**config.mk**
```make
export PLATFORM = sky130hd
export DESIGN_NAME = quad_steer_multi
export DESIGN_NICKNAME = d
export VERILOG_FILES = /design/src/rtl/quad_steer_pkg.sv /design/src/rtl/quad_steer_chan.sv /design/src/rtl/quad_steer_multi.sv
export SDC_FILE = /design/constraint.sdc
export NUM_CORES = 1
export LEC_CHECK = 0
export BUFFER_PORTS_ARGS = -buffer_cell sky130_fd_sc_hd__buf_4
export CAP_MARGIN = 10
export CORE_MARGIN = 2
export CORE_UTILIZATION = 55
export CTS_CLUSTER_SIZE = 12
export DETAILED_ROUTE_END_ITERATION = 7
export PLACE_DENSITY = 0.75
export SLEW_MARGIN = 40
export SYNTH_ARGS = -nofsm -noshare
export SYNTH_HDL_FRONTEND = slang
export SYNTH_SLANG_ARGS = --single-unit
export TNS_END_PERCENT = 10
```
**constraint.sdc**
```tcl
create_clock -name CLK -period 5.2 [get_ports CLK]
set_input_delay 0.52 -clock CLK [delete_from_list [all_inputs] [get_ports CLK]]
set_output_delay 0.52 -clock CLK [all_outputs]
set_load 0.03 [all_outputs]
```
**src/rtl/quad_steer_pkg.sv**
```systemverilog
// Shared definitions for the quadrature steering encoder.
// Holds the per-channel state encoding, the acceleration ceiling and the
// Gray-code successor functions for each steering direction.
// AB is packed as {A, B}; only one bit changes per step.
package quad_steer_pkg;

  typedef enum logic [1:0] {
    IDLE  = 2'd0,
    RUN_R = 2'd1,
    RUN_L = 2'd2
  } steer_state_e;

  // Highest acceleration level (period = clkdiv >> level).
  localparam logic [1:0] MAX_LEVEL = 2'd2;

  // Right rotation: 00 -> 01 -> 11 -> 10 -> 00
  function automatic logic [1:0] gray_next_r(input logic [1:0] ab);
    case (ab)
      2'b00:   return 2'b01;
      2'b01:   return 2'b11;
      2'b11:   return 2'b10;
      default: return 2'b00;
    endcase
  endfunction

  // Left rotation: 00 -> 10 -> 11 -> 01 -> 00
  function automatic logic [1:0] gray_next_l(input logic [1:0] ab);
    case (ab)
      2'b00:   return 2'b10;
      2'b10:   return 2'b11;
      2'b11:   return 2'b01;
      default: return 2'b00;
    endcase
  endfunction

endpackage

```
**src/rtl/quad_steer_chan.sv**
```systemverilog
// One steering channel: request decode, IDLE/RUN_R/RUN_L state machine,
// step-period prescaler, Gray phase register and optional hold-to-accelerate.
// Optional feature macro: QUAD_STEER_ACCEL_EN (period shrinks by halving after
// every ACCEL_STEPS consecutive same-direction steps, up to MAX_LEVEL).
// Ports:
//   CLK, reset    clock, asynchronous active-high reset
//   clkdiv        step period in CLK cycles, 0 = stalled
//   left, right   requests, active high (both or neither = idle)
//   steer         registered quadrature phase {A, B}
//   step          one-cycle pulse coinciding with a new phase
//   dir           direction of the last step, 1 = right
module quad_steer_chan
  import quad_steer_pkg::*;
#(
  parameter int DIV_W       = 16,
  parameter int ACCEL_STEPS = 8
) (
  input  logic             CLK,
  input  logic             reset,
  input  logic [DIV_W-1:0] clkdiv,
  input  logic             left,
  input  logic             right,
  output logic [1:0]       steer,
  output logic             step,
  output logic             dir
);

  if (ACCEL_STEPS < 1) begin : g_bad_accel
    $error("ACCEL_STEPS must be at least 1");
  end

  steer_state_e     state_p0, state_nxt;
  logic [DIV_W-1:0] pres_p0;
  logic [DIV_W-1:0] period;
  logic [1:0]       phase_p0;
  logic             step_p0;
  logic             dir_p0;
  logic             req_r, req_l;
  logic             run_hold;
  logic             fire;

  assign req_r = right & ~left;
  assign req_l = left & ~right;

  always_ff @(posedge CLK or posedge reset) begin
    if (reset) state_p0 <= IDLE;
    else       state_p0 <= state_nxt;
  end

  // The request alone selects the state, so IDLE->RUN, RUN->IDLE and a
  // direct reversal all fall out of the same decode.
  always_comb begin
    state_nxt = IDLE;
    if (req_r)      state_nxt = RUN_R;
    else if (req_l) state_nxt = RUN_L;
  end

  // Counting happens only while staying in the same run; any transition
  // (including reversal) restarts the prescaler from zero.
  assign run_hold = (state_p0 != IDLE) && (state_nxt == state_p0);
  assign fire     = run_hold && (period != '0) && (pres_p0 == period - 1'b1);

`ifdef QUAD_STEER_ACCEL_EN
  localparam int TALLY_W = $clog2(ACCEL_STEPS + 1);

  logic [1:0]         level_p0;
  logic [TALLY_W-1:0] tally_p0;
  logic [DIV_W-1:0]   shifted;

  assign shifted = clkdiv >> level_p0;
  // A small nonzero clkdiv must not shift down to a stall.
  assign period  = ((clkdiv != '0) && (shifted == '0)) ? DIV_W'(1) : shifted;

  always_ff @(posedge CLK or posedge reset) begin
    if (reset) begin
      level_p0 <= 2'd0;
      tally_p0 <= '0;
    end else if (!run_hold) begin
      level_p0 <= 2'd0;
      tally_p0 <= '0;
    end else if (fire) begin
      if (tally_p0 == TALLY_W'(ACCEL_STEPS - 1)) begin
        tally_p0 <= '0;
        if (level_p0 < MAX_LEVEL) level_p0 <= level_p0 + 2'd1;
      end else begin
        tally_p0 <= tally_p0 + 1'b1;
      end
    end
  end
`else
  assign period = clkdiv;
`endif

  // ---- stage p0: prescaler, phase and strobe registers ----
  always_ff @(posedge CLK or posedge reset) begin
    if (reset) begin
      pres_p0  <= '0;
      phase_p0 <= 2'b00;
      step_p0  <= 1'b0;
      dir_p0   <= 1'b0;
    end else begin
      step_p0 <= fire;
      if (!run_hold || fire || (period == '0)) pres_p0 <= '0;
      else                                     pres_p0 <= pres_p0 + 1'b1;
      if (fire) begin
        phase_p0 <= (state_p0 == RUN_R) ? gray_next_r(phase_p0) : gray_next_l(phase_p0);
        dir_p0   <= (state_p0 == RUN_R);
      end
    end
  end

  assign steer = phase_p0;
  assign step  = step_p0;
  assign dir   = dir_p0;

endmodule

```
**src/rtl/quad_steer_multi.sv**
```systemverilog
// Multi-channel joystick-to-quadrature steering encoder. Each channel turns
// its left/right request into a 2-bit Gray stream at a shared step period.
// Optional feature macro: QUAD_STEER_ACCEL_EN (hold-to-accelerate ramp).
// Ports:
//   CLK, reset    clock, asynchronous active-high reset
//   clkdiv        step period in CLK cycles, shared, 0 = stalled
//   left, right   per-channel requests, active high
//   steer         channel i: steer[2i+1] = A, steer[2i] = B
//   step          per-channel one-cycle step pulse
//   dir           per-channel last step direction, 1 = right
module quad_steer_multi
  import quad_steer_pkg::*;
#(
  parameter int CHANNELS    = 2,
  parameter int DIV_W       = 16,
  parameter int ACCEL_STEPS = 8
) (
  input  logic                  CLK,
  input  logic                  reset,
  input  logic [DIV_W-1:0]      clkdiv,
  input  logic [CHANNELS-1:0]   left,
  input  logic [CHANNELS-1:0]   right,
  output logic [2*CHANNELS-1:0] steer,
  output logic [CHANNELS-1:0]   step,
  output logic [CHANNELS-1:0]   dir
);

  if ((CHANNELS < 1) || (CHANNELS > 4)) begin : g_bad_channels
    $error("CHANNELS must be in 1..4");
  end

  for (genvar i = 0; i < CHANNELS; i++) begin : g_chan
    quad_steer_chan #(
      .DIV_W      (DIV_W),
      .ACCEL_STEPS(ACCEL_STEPS)
    ) u_chan (
      .CLK   (CLK),
      .reset (reset),
      .clkdiv(clkdiv),
      .left  (left[i]),
      .right (right[i]),
      .steer (steer[2*i +: 2]),
      .step  (step[i]),
      .dir   (dir[i])
    );
  end

endmodule

```
==> results of run 1 <==
[sequential cells by signal, summed over array words and instances (netlist names)]
signal                  cells
g_chan.u_chan.steer         4
g_chan.u_chan.pres_p0      32
g_chan.u_chan.state_p0      4
g_chan.u_chan.dir           2
g_chan.u_chan.step          2
[power groups by stage]
stage	Sequential (mW)	Combinational [mW]	Clock, mW
2_1_floorplan	0.353	0.0651	0
3_3_place_gp	0.353	0.0929	0
3_5_place_dp	0.354	0.0943	0
4_1_cts	0.347	0.0951	0.312
5_1_grt	0.347	0.105	0.324
6_report	0.347	0.0958	0.310
[worst paths after layout]
path	end	cells after the start
max in group asynchronous	g_chan[0].u_chan.pres_p0[10]$_DFF_PP0_	3
min in group CLK	g_chan[1].u_chan.state_p0[0]$_DFF_PP0_	2
hold / removal	g_chan[1].u_chan.steer[1]$_DFFE_PP0P_	3
setup / recovery	g_chan[0].u_chan.pres_p0[10]$_DFF_PP0_	10
setup reg to reg	g_chan[0].u_chan.pres_p0[10]$_DFF_PP0_	7
hold reg to reg	g_chan[1].u_chan.dir$_DFFE_PP0P_	1
[stage by stage]
step,instances,power [mW],cell area [um2]
2_1_floorplan,371,0.4178,3304
3_3_place_gp,452,0.4463,3491
3_5_place_dp,452,0.4479,3491
4_1_cts,459,0.7537,3620
5_1_grt,459,0.7756,3620
6_report,459,0.7527,3620
[worst max-delay path, stage by stage]
cell      delay, ns
buf_4          0.14
inv_1          0.05
ha_1           0.32
nor3b_1        0.64
nand4_1        0.17
a311oi_1       0.29
o21ai_1        0.16
nor4_2         0.34
nand2b_1       0.54
nor2_1         0.11
[cell families after synthesis]
| family | count (synthesis) |
|---|---|
| fa+ha+maj | 3 |
| buf+inv | 36 |
| simple gates | 163 |
| xor+xnor | 64 |
| mux | 7 |
| flops | 44 |
| compound gates | 54 |
[cells in the final DEF (no fill, tap or decap), drive strengths merged, types with 2 or more instances in the layout]
cell	synthesis	final
o41ai	2	2
dfrtp	44	44
mux2	6	6
o31ai	2	2
or3	2	2
a211oi	3	3
o22ai	3	3
buf	15	32
nand2	13	13
and4	3	3
nand2b	8	8
a32oi	3	3
o211ai	4	4
or4	6	6
nand3	23	23
nor3b	3	3
bufinv	0	2
a311oi	2	2
nand4	5	5
and3	10	10
o21a	3	3
nor4	8	8
xor2	30	30
o21ai	10	10
nor3	27	27
inv	10	9
nor2	33	33
ha	3	3
o2111ai	2	2
a21oi	5	5
xnor2	34	34
nor2b	15	15
clkbuf	11	5
[layout make-up]
cell class / count / share of cell area, %
Inverter: 10 / 1.037
Clock buffer: 5 / 1.901
Multi-Input combinational cell: 291 / 55.76
Tap cell: 75 / 2.592
Clock inverter: 2 / 1.659
Sequential cell: 44 / 30.42
Timing Repair Buffer: 32 / 6.637
[metal layers]
layer | global-route usage, % | share of wire [%]
met1 | 36.60 | 46
met3 | 5.385 | 7.2
met5 | 0 | 0
met4 | 8.305 | 2.0
met2 | 38.36 | 45
==> metrics.csv, run 1 <==
stage,metric,value,unit
finish,drive_gt1_share,14.06,%
timing,max_slew_margin,52.22,%
logic_synthesis,synth_flop_cell,dfrtp_1,
run,cap_violations,0,
timing,period_share,60.02,%
place,numPortBuffers,29,
place,hpwlAfterDp,5806,um
finish,multi_input_comb_area,0.002018,mm2
finish,sequential_cell_area,0.001101,mm2
finish,design.final.nets,409,
place,place_worst_setup_slack,1.797,ns
logic_synthesis,synth.avg_cell_area,8.907,um2
clocking,root_buffer,clkbuf_8,
logic_synthesis,synth_largest_area_cell,dfrtp_1,
floorplan,floorplan_row_count,28,
place,globalplace.congestion,0.9713,
power_and_ir_drop,power_frac_seq,46.1,%
logic_synthesis,synth_enable_flop_cells,0,
setup_path,worstSetupEndpointType,flip-flop,
power_and_ir_drop,power.combinational.fraction,12.7,%
logic_synthesis,yosys_register_bits,44,
logic_synthesis,synth_common_cells,"44 x dfrtp_1, 34 x xnor2_1, 32 x nor2_1",
grt,initial_antenna_violation_count,0,
logic_synthesis,synth.mux.area_fraction,2.348,%
timing,worst_clock_skew,0.004064,ns
logic_synthesis,syn-num-nets,396,
timing,report.final.hold_viol_count,0,
power_and_ir_drop,power_report.internal_total,0.5701,mW
timing,timing.final.setup_violations,0,
power_and_ir_drop,p_leak,1.422,nW
timing,fmax,320.4,MHz
logic_synthesis,synth_xor_area_share,16.96,%
logic_synthesis,synth_compound_area_share,12.31,%
setup_path,setup.reg_to_reg.worst_slack,2.59,ns
power_and_ir_drop,clockPowerShare,41.2,%
setup_path,r2r_start,g_chan[0].u_chan.pres_p0[3]$_DFF_PP0_,
setup_path,worst-endpoint-required,5.36,ns
logic_synthesis,synthAdderAreaFrac,1.136,%
detailed_routing,route.vias.total,2869,
timing,final.setup.tns,0,ns
setup_path,worstPathArrival,3.28,ns
clocking,clkSinkCount,44,
logic_synthesis,yosys-top-cells-area,"dfrtp_1 33%, xnor2_1 9.0%, xor2_1 8.0%, nor3_1 3.6%, nor2_1 3.6%",
power_and_ir_drop,netSwitchingPower,0.1826,mW
logic_synthesis,netlist-cell-type-count,66,
setup_path,type_of_the_setup_path_with_the_least_slack,primary input to flip-flop,
timing,final_critical_path_setup_slack,2.079,ns
detailed_routing,initialDrtViolationCount,221,
logic_synthesis,post_synth_and_or_nand_nor_area_fraction,28.32,%
detailed_routing,vias_per_cell,6.251,
logic_synthesis,yosys_warnings,0,
finish,filler_cells,492,
timing,post-route-min-period,3.121,ns
clocking,clock_insertion_delay_worst_skew,0.30,ns
clocking,cts_htree_levels,2,
detailed_routing,final_antenna_net_count,0,
timing,fin_worst_hold_slack,0.3493,ns
logic_synthesis,ys_seq_area_share,33.32,%
logic_synthesis,syn-instance-count,371,
detailed_routing,detailedRoute.firstPassIterationCount,5,
power_and_ir_drop,sw_frac_of_total,24.26,%
floorplan,initial_utilization,56.48,%
clocking,post_cts_buffers,0,
logic_synthesis,synthMostInstantiatedCell,dfrtp_1,
detailed_routing,drcViolationCount,0,
floorplan,num_io_pins,30,
logic_synthesis,synth_top_cell_area_share,33.32,%
grt,grt.overflow.total,0,
status,outcome,"complete, no violations",
setup_path,worst-path-max-fanout,16,
logic_synthesis,synth_async_sr_flop_share,100.0,%
timing,rsz0062_at_grt,no,
clocking,cts_hold_repair.buffers,0,
finish,final_core_utilization,61.87,%
detailed_routing,postRouteWirelength,8033,um
grt,grt_pass1_wl,13100,um
clocking,clock_tree.buffer_depth,2,
detailed_routing,wire_length_per_cell_after_detailed_routing,17.50,um
power_and_ir_drop,vdd_ir_drop_max,124.0,uV
timing,slew_viol_final,0,
setup_path,crit_path_start_kind,primary input,
power_and_ir_drop,power.density,207.9,mW/mm2
logic_synthesis,syn_area,0.003304,mm2
floorplan,die_area,0.006644,mm2
floorplan,chipWidth,81.51,um
grt,total_track_usage,25.54,%
timing,max_slew.worst_pin.slew,0.7151,ns
grt,via_count_of_the_first_global_routing_pass,2689,
finish,number_of_antenna_diodes,0,
logic_synthesis,combinational_family_with_the_most_area_after_synthesis,simple AND/OR/NAND/NOR gates,
clocking,post_cts.resized_instances,0,
clocking,tritoncts,done,
setup_path,crit_path_start,clkdiv[0],
grt,grt_start_max_net_pins,45,
floorplan,placeableCoreArea,0.005851,mm2
clocking,cts_inserted_buffers,5,
hold_path,hp-class,primary input to asynchronous set/reset pin,
finish,areaGrowthSynthToFinish,9.542,%
clocking,worst_setup_hold_path_clk_slew,0.09,ns
floorplan,die-height,81.51,um
Note: power is estimated with default switching activity, not from simulation.
==> run 2: changes to the inputs <==
- ABC_AREA: default -> 1
- CORE_UTILIZATION: 55 -> 54
- PLACE_DENSITY: 0.75 -> 0.76
- clock period: 5.2 -> 2.85 ns (I/O delays scaled with it)
==> run 2 against run 1 <==
  * Register-to-register slack got worse by 1.8 ns
  * Critical path depth increased by 2
  * Count of clock-buffer cells in the layout increased by 2
  * Core utilization increased by 0.43 points
  * Sequential power increased by 82%
  * Critical path type unchanged
  * Flip-flop and latch count unchanged
==> metrics.csv, run 2 <==
stage,metric,value,unit,change
clocking,post_cts.resized_instances,0,,unchanged
timing,max_slew.worst_pin.slew,0.5303,ns,was 0.7151 ns
logic_synthesis,ys_seq_area_share,33.18,%,was 33.32%
logic_synthesis,syn-instance-count,505,,was 371
detailed_routing,final_antenna_net_count,0,,unchanged
timing,fmax,435.9,MHz,
grt,total_track_usage,25.19,%,was 25.54%
logic_synthesis,syn_area,0.003318,mm2,was 0.003304 mm2
grt,initial_antenna_violation_count,0,,unchanged
clocking,clock_tree.buffer_depth,2,,unchanged
power_and_ir_drop,power.density,330.3,mW/mm2,was 207.9 mW/mm2
setup_path,crit_path_start,clkdiv[0],,unchanged
setup_path,worstSetupEndpointType,flip-flop,,unchanged
place,globalplace.congestion,0.8790,,was 0.9713
logic_synthesis,synth_enable_flop_cells,0,,unchanged
finish,number_of_antenna_diodes,0,,unchanged
grt,grt.overflow.total,0,,unchanged
timing,post-route-min-period,2.294,ns,
setup_path,type_of_the_setup_path_with_the_least_slack,primary input to flip-flop,,unchanged
timing,fin_worst_hold_slack,0.0009336,ns,was 0.3493 ns
floorplan,initial_utilization,56.04,%,was 56.48%
detailed_routing,initialDrtViolationCount,212,,was 221
grt,grt_start_max_net_pins,24,,was 45
detailed_routing,postRouteWirelength,8074,um,was 8033 um
clocking,tritoncts,done,,unchanged
detailed_routing,detailedRoute.firstPassIterationCount,4,,was 5
clocking,clkSinkCount,44,,unchanged
finish,final_core_utilization,62.30,%,was 61.87%
timing,final_critical_path_setup_slack,0.5558,ns,was 2.079 ns
place,placed_area,0.003592,mm2,was 0.003491 mm2
floorplan,die-height,82.39,um,was 81.51 um
logic_synthesis,synth_flop_cell,dfrtp_1,,unchanged
floorplan,chipWidth,82.39,um,was 81.51 um
run,cap_violations,0,,unchanged
clocking,cts_inserted_buffers,5,,unchanged
clocking,post_cts_buffers,0,,unchanged
timing,period_share,80.50,%,
logic_synthesis,netlist-cell-type-count,28,,was 66
logic_synthesis,syn-num-nets,530,,was 396
clocking,cts_hold_repair.buffers,0,,unchanged
clocking,cts_htree_levels,2,,unchanged
place,numPortBuffers,29,,unchanged
logic_synthesis,synthMostInstantiatedCell,nand2_1,,was dfrtp_1
detailed_routing,route.vias.total,3197,,"was 2,869"
floorplan,floorplan_row_count,28,,unchanged
finish,areaGrowthSynthToFinish,11.16,%,was 9.542%
setup_path,worst-path-max-fanout,16,,unchanged
place,hpwlAfterDp,6645,um,was 5806 um
place,place_worst_setup_slack,0.2893,ns,was 1.797 ns
timing,timing.final.setup_violations,0,,unchanged
finish,largest_register,g_chan.u_chan.pres_p0,,unchanged
detailed_routing,drcViolationCount,0,,unchanged
power_and_ir_drop,p_leak,1.807,nW,was 1.422 nW
floorplan,num_io_pins,30,,unchanged
logic_synthesis,yosys-top-cells-area,"dfrtp_1 33%, nand2_1 15%, nand3_1 13%, nor2_1 9.8%, inv_1 7.1%",,"was dfrtp_1 33%, xnor2_1 9.0%, xor2_1 8.0%, nor3_1 3.6%, nor2_1 3.6%"
hold_path,hp-class,primary input to asynchronous set/reset pin,,unchanged
clocking,worst_setup_hold_path_clk_slew,0.08,ns,was 0.09 ns
finish,fin_area,0.003689,mm2,was 0.003620 mm2
logic_synthesis,synth.avg_cell_area,6.571,um2,was 8.907 um2
power_and_ir_drop,total_power,1.218,mW,was 0.7527 mW
grt,grt_pass1_wl,12880,um,"was 13,100 um"
setup_path,worst-endpoint-required,3.01,ns,was 5.36 ns
logic_synthesis,synth_common_cells,"132 x nand2_1, 88 x nand3_1, 87 x nor2_1",,"was 44 x dfrtp_1, 34 x xnor2_1, 32 x nor2_1"
timing,rsz0062_at_grt,no,,unchanged
detailed_routing,wire_length_per_cell_after_detailed_routing,13.19,um,was 17.50 um
finish,design.final.nets,562,,was 409
logic_synthesis,synth_async_sr_flop_share,100.0,%,unchanged
floorplan,placeableCoreArea,0.005921,mm2,was 0.005851 mm2
logic_synthesis,synth_top_cell_area_share,33.18,%,was 33.32%
finish,flip_flop_count_of_the_largest_register_all_copies_and_words_added,32,,unchanged
finish,filler_cells,599,,was 492
timing,final.setup.tns,0,ns,unchanged
setup_path,setup.reg_to_reg.worst_slack,0.76,ns,was 2.59 ns
finish,mostFrequentLayoutCell,nand2_1,,was dfrtp_1
setup_path,r2r_start,g_chan[1].u_chan.pres_p0[0]$_DFF_PP0_,,was g_chan[0].u_chan.pres_p0[3]$_DFF_PP0_
power_and_ir_drop,vdd_ir_drop_max,411.5,uV,was 124.0 uV
place,dp_cells,605,,was 452
logic_synthesis,yosys_register_bits,44,,unchanged
grt,via_count_of_the_first_global_routing_pass,2814,,"was 2,689"
setup_path,worstPathArrival,2.45,ns,was 3.28 ns
finish,drive_gt1_share,11.17,%,was 14.06%
floorplan,die_area,0.006788,mm2,was 0.006644 mm2
timing,max_slew_margin,64.52,%,was 52.22%
finish,mostFrequentLayoutCells,"132 x nand2_1, 88 x nand3_1, 87 x nor2_1",,"was 44 x dfrtp_1, 34 x xnor2_1, 32 x nor2_1, 32 x buf_4, 30 x xor2_1"
logic_synthesis,synth_largest_area_cell,dfrtp_1,,unchanged
timing,report.final.hold_viol_count,0,,unchanged
timing,worst_clock_skew,0.006233,ns,was 0.004064 ns
logic_synthesis,yosys_warnings,0,,unchanged
clocking,root_buffer,clkbuf_8,,unchanged
finish,final_cell_count_no_fill,612,,was 459
timing,slew_viol_final,0,,unchanged
detailed_routing,vias_per_cell,5.224,,was 6.251
clocking,clock_insertion_delay_worst_skew,0.29,ns,was 0.30 ns
status,outcome,"complete, no violations",,unchanged
setup_path,crit_path_start_kind,primary input,,unchanged
-- run 2: kinds of logic after synthesis --
logic type	count (synthesis)	synth area share (%)
XOR/XNOR	26	6.862
AO/OA/AOI/OAI	13	2.564
buffers and inverters	69	8.710
adder cells (fa/ha/maj)	3	1.131
flip-flops	44	33.18
AND/OR/NAND/NOR	350	47.55
-- run 2: worst paths after layout --
| path | to | cells after the start |
|---|---|---|
| max | g_chan[1].u_chan.pres_p0[3]$_DFF_PP0_ | 12 |
| min | g_chan[1].u_chan.pres_p0[9]$_DFF_PP0_ | 2 |
| max reg2reg | g_chan[1].u_chan.pres_p0[12]$_DFF_PP0_ | 10 |
| min reg2reg | g_chan[1].u_chan.dir$_DFFE_PP0P_ | 2 |
| max in group asynchronous | g_chan[1].u_chan.steer[0]$_DFFE_PP0P_ | 3 |
| min in group CLK | g_chan[0].u_chan.state_p0[1]$_DFF_PP0_ | 2 |
-- run 2: power by group --
part,internal (mW),total (mW),switching [mW]
registers,0.628,0.631,0.00315
logic,0.0615,0.176,0.115
clock network,0.216,0.411,0.195
total,0.905,1.22,0.313
-- run 2: layout make-up --
| class | instances | area [um2] | share of cell area, % |
|---|---|---|---|
| Inverter | 63 | 236.5 | 6.411 |
| Tap cell | 75 | 93.84 | 2.544 |
| Sequential cell | 44 | 1101 | 29.85 |
| Timing Repair Buffer | 31 | 232.7 | 6.309 |
| Multi-Input combinational cell | 392 | 1928 | 52.27 |
| Clock buffer | 7 | 96.34 | 2.612 |
-- run 2: worst max-delay path, stage by stage --
cell,delay (ns)
buf_4,0.13
inv_1,0.17
ha_1,0.32
nand3_1,0.22
o21ai_2,0.27
nand2_2,0.09
nand2_1,0.07
nand2_1,0.06
nor2_1,0.11
nand3_1,0.18
o21ai_4,0.45
nor2_1,0.09
-- run 2: routing by layer --
| metal | track usage [%] | vias up | routed length [um] |
|---|---|---|---|
| met5 | 0 | - | 0 |
| met2 | 39.60 | 79 | 3467 |
| met3 | 2.283 | 6 | 371 |
| met1 | 37.91 | 1444 | 4164 |
| met4 | 5.167 | 0 | 70 |
| li1 | - | 1668 | - |
==> run 3: changes to the inputs <==
- clock period: 2.85 -> 2 ns (I/O delays scaled with it)
==> run 3 against run 2 <==
  * Cell area grew 11%
  * Global-route usage grew 2.6 points
  * First-iteration DRC count grew 17%
  * Final cell count grew 5.9%
  * Die area is the same
  * Critical endpoint is now g_chan[1].u_chan.pres_p0[14]$_DFF_PP0_
  * Hold slack gained 0.060 ns
  * Core utilization grew 6.9 points
  * Non-clock buffer count grew 35
==> metrics.csv, run 3 (synthesis gave the netlist of run 2 again) <==
stage,metric,value,unit,change
timing,max_slew.worst_pin.slew,0.6095,ns,was 0.5303 ns
finish,drive_gt1_share,19.55,%,was 11.17%
finish,number_of_antenna_diodes,0,,unchanged
floorplan,placeableCoreArea,0.005921,mm2,unchanged
grt,via_count_of_the_first_global_routing_pass,3282,,"was 2,814"
setup_path,worstSetupEndpointType,flip-flop,,unchanged
timing,fmax,515.1,MHz,
setup_path,worst_path_dominant_cell_family,simple AND/OR/NAND/NOR gates,,unchanged
detailed_routing,final_antenna_net_count,0,,unchanged
setup_path,worst-endpoint-required,2.23,ns,was 3.01 ns
setup_path,cp_num_buf_inv,1,,was 2
grt,grt_pass1_wl,14410,um,"was 12,880 um"
floorplan,initial_utilization,56.04,%,unchanged
setup_path,worst_r2r_path_cells,11,,was 10
detailed_routing,initialDrtViolationCount,249,,was 212
clocking,clock_insertion_delay_worst_skew,0.30,ns,was 0.29 ns
finish,mostFrequentLayoutCells,"131 x nand2_1, 85 x nand3_1, 79 x nor2_1",,"was 132 x nand2_1, 88 x nand3_1, 87 x nor2_1"
grt,initial_antenna_violation_count,0,,unchanged
setup_path,worstPathArrival,2.17,ns,was 2.45 ns
hold_path,hp-class,primary input to flip-flop,,was primary input to asynchronous set/reset pin
timing,slew_viol_final,0,,unchanged
clocking,cts_htree_levels,2,,unchanged
timing,final.setup.tns,0,ns,unchanged
floorplan,chipWidth,82.39,um,unchanged
detailed_routing,wire_length_per_cell_after_detailed_routing,13.72,um,was 13.19 um
run,cap_violations,0,,unchanged
power_and_ir_drop,power.density,519.2,mW/mm2,was 330.3 mW/mm2
finish,design.final.nets,597,,was 562
place,numPortBuffers,29,,unchanged
timing,post-route-min-period,1.941,ns,
finish,filler_cells,487,,was 599
detailed_routing,detailedRoute.firstPassIterationCount,5,,was 4
finish,final_core_utilization,69.19,%,was 62.30%
power_and_ir_drop,p_leak,2.020,nW,was 1.807 nW
detailed_routing,route.vias.total,3528,,"was 3,197"
clocking,clkSinkCount,44,,unchanged
setup_path,worst-path-max-fanout,4,,was 16
place,globalplace.congestion,0.9439,,was 0.8790
setup_path,worstSetupPathDepth,11,,was 12
floorplan,num_io_pins,30,,unchanged
status,outcome,"complete, no violations",,unchanged
detailed_routing,drcViolationCount,0,,unchanged
setup_path,cp_common_cell,nand3_1,,
grt,grt.overflow.total,0,,unchanged
timing,period_share,97.07,%,
setup_path,type_of_the_setup_path_with_the_least_slack,flip-flop to flip-flop,,was primary input to flip-flop
finish,mostFrequentLayoutCell,nand2_1,,unchanged
place,dp_cells,632,,was 605
timing,report.final.hold_viol_count,0,,unchanged
hold_path,min_delay_path_depth,2,,
grt,total_track_usage,27.75,%,was 25.19%
clocking,cts_inserted_buffers,5,,unchanged
floorplan,floorplan_row_count,28,,unchanged
detailed_routing,vias_per_cell,5.444,,was 5.224
timing,worst_clock_skew,0.007620,ns,was 0.006233 ns
setup_path,worst_path_max_delay_cell,dfrtp_1,,was o21ai_4
timing,max_slew_margin,59.37,%,was 64.52%
clocking,tritoncts,done,,unchanged
clocking,worst_setup_hold_path_clk_slew,0.08,ns,about the same
grt,grt_start_max_net_pins,27,,was 24
finish,final_cell_count_no_fill,648,,was 612
setup_path,timing.critical_path.cells,ha_2 > nand3_1 > nand3b_1 > nor2_2 > nand3_2 > nor3_4 > buf_4 > nand3_1 > nand2_1 > o21ai_1 > nor2_1,,was buf_4 > inv_1 > ha_1 > nand3_1 > o21ai_2 > nand2_2 > nand2_1 > nand2_1 > nor2_1 > nand3_1 > o21ai_4 > nor2_1
timing,rsz0062_at_grt,yes,,was no
clocking,root_buffer,clkbuf_8,,unchanged
setup_path,crit_path_start_kind,flip-flop,,was primary input
floorplan,die-height,82.39,um,unchanged
finish,largest_register,g_chan.u_chan.pres_p0,,unchanged
power_and_ir_drop,vdd_ir_drop_max,440.0,uV,was 411.5 uV
floorplan,die_area,0.006788,mm2,unchanged
timing,timing.final.setup_violations,0,,unchanged
clocking,clock_tree.buffer_depth,2,,unchanged
place,hpwlAfterDp,6910,um,was 6645 um
finish,areaGrowthSynthToFinish,23.45,%,was 11.16%
finish,flip_flop_count_of_the_largest_register_all_copies_and_words_added,32,,unchanged
setup_path,max_stage_delay,0.41,ns,was 0.45 ns
detailed_routing,postRouteWirelength,8892,um,was 8074 um
-- run 3: metrics by stage --
stage | instance area (um2) | setup WS [ns] | hold slack, ns | total power [mW]
final | 4096 | 0.05864 | 0.06058 | 2.127
after CTS | 3990 | 0.004177 | 0.05695 | 2.129
after detailed placement | 3809 | -0.1942 | 0.2215 | 1.199
after global routing | 4096 | -0.1036 | 0.05935 | 2.200
after floorplan | 3318 | 0.05891 | 0.2763 | 1.080
after global placement | 3807 | -0.1324 | 0.3147 | 1.191
-- run 3: final timing paths --
path                                                        from                                     end  slack (ns)
max                        g_chan[1].u_chan.pres_p0[0]$_DFF_PP0_  g_chan[1].u_chan.pres_p0[14]$_DFF_PP0_        0.06
max reg2reg                g_chan[1].u_chan.pres_p0[0]$_DFF_PP0_  g_chan[1].u_chan.pres_p0[14]$_DFF_PP0_        0.06
min in group asynchronous                                  reset         g_chan[0].u_chan.step$_DFF_PP0_        0.44
min                                                     right[0]  g_chan[0].u_chan.state_p0[1]$_DFF_PP0_        0.06
max in group asynchronous                                  reset   g_chan[1].u_chan.pres_p0[2]$_DFF_PP0_        1.06
min reg2reg                     g_chan[0].u_chan.dir$_DFFE_PP0P_        g_chan[0].u_chan.dir$_DFFE_PP0P_        0.49
-- run 3: final cells by class --
| type | count | area, um2 | share of cell area, % |
|---|---|---|---|
| sequential | 44 | 1102 | 26.91 |
| inverter | 63 | 237.7 | 5.803 |
| multi-input combinational | 392 | 1989 | 48.56 |
| clock inverter | 3 | 90.09 | 2.199 |
| tap | 75 | 93.84 | 2.291 |
| timing repair buffer | 66 | 514.2 | 12.55 |
| clock buffer | 5 | 68.82 | 1.680 |
-- run 3: per-layer routing --
metal	wire length (um)	track usage, %	vias to the layer above
li1	-	-	1735
met1	3917	37.54	1626
met2	4062	45.16	147
met3	700	4.130	20
met4	211	10.00	0
met5	0	0	-
-- run 3: repair_timing --
item	4_1_cts	5_1_grt
hold buffers	1	0
hold endpoints to repair	24	0
setup endpoints to repair	2	39
pin swaps	1	4
buffers inserted	1	6
gates resized for setup	1	20
-- run 3: report_power, final --
group          internal (mW)  total (mW)  leakage, nW  switching, mW
Sequential             0.895       0.899        0.608        0.00383
Combinational          0.119       0.296         1.33          0.177
Clock                  0.624       0.932       0.0784          0.308
Total                   1.64        2.13         2.02          0.488
-- run 3: worst register-to-register path: cells and delay by family, from the launching register on --
| kind | cells | cell delay, ns |
|---|---|---|
| flops | 1 | 0.41 |
| simple gates | 8 | 1.06 |
| buf+inv | 1 | 0.15 |
| compound gates | 1 | 0.06 |
| fa+ha+maj | 1 | 0.20 |
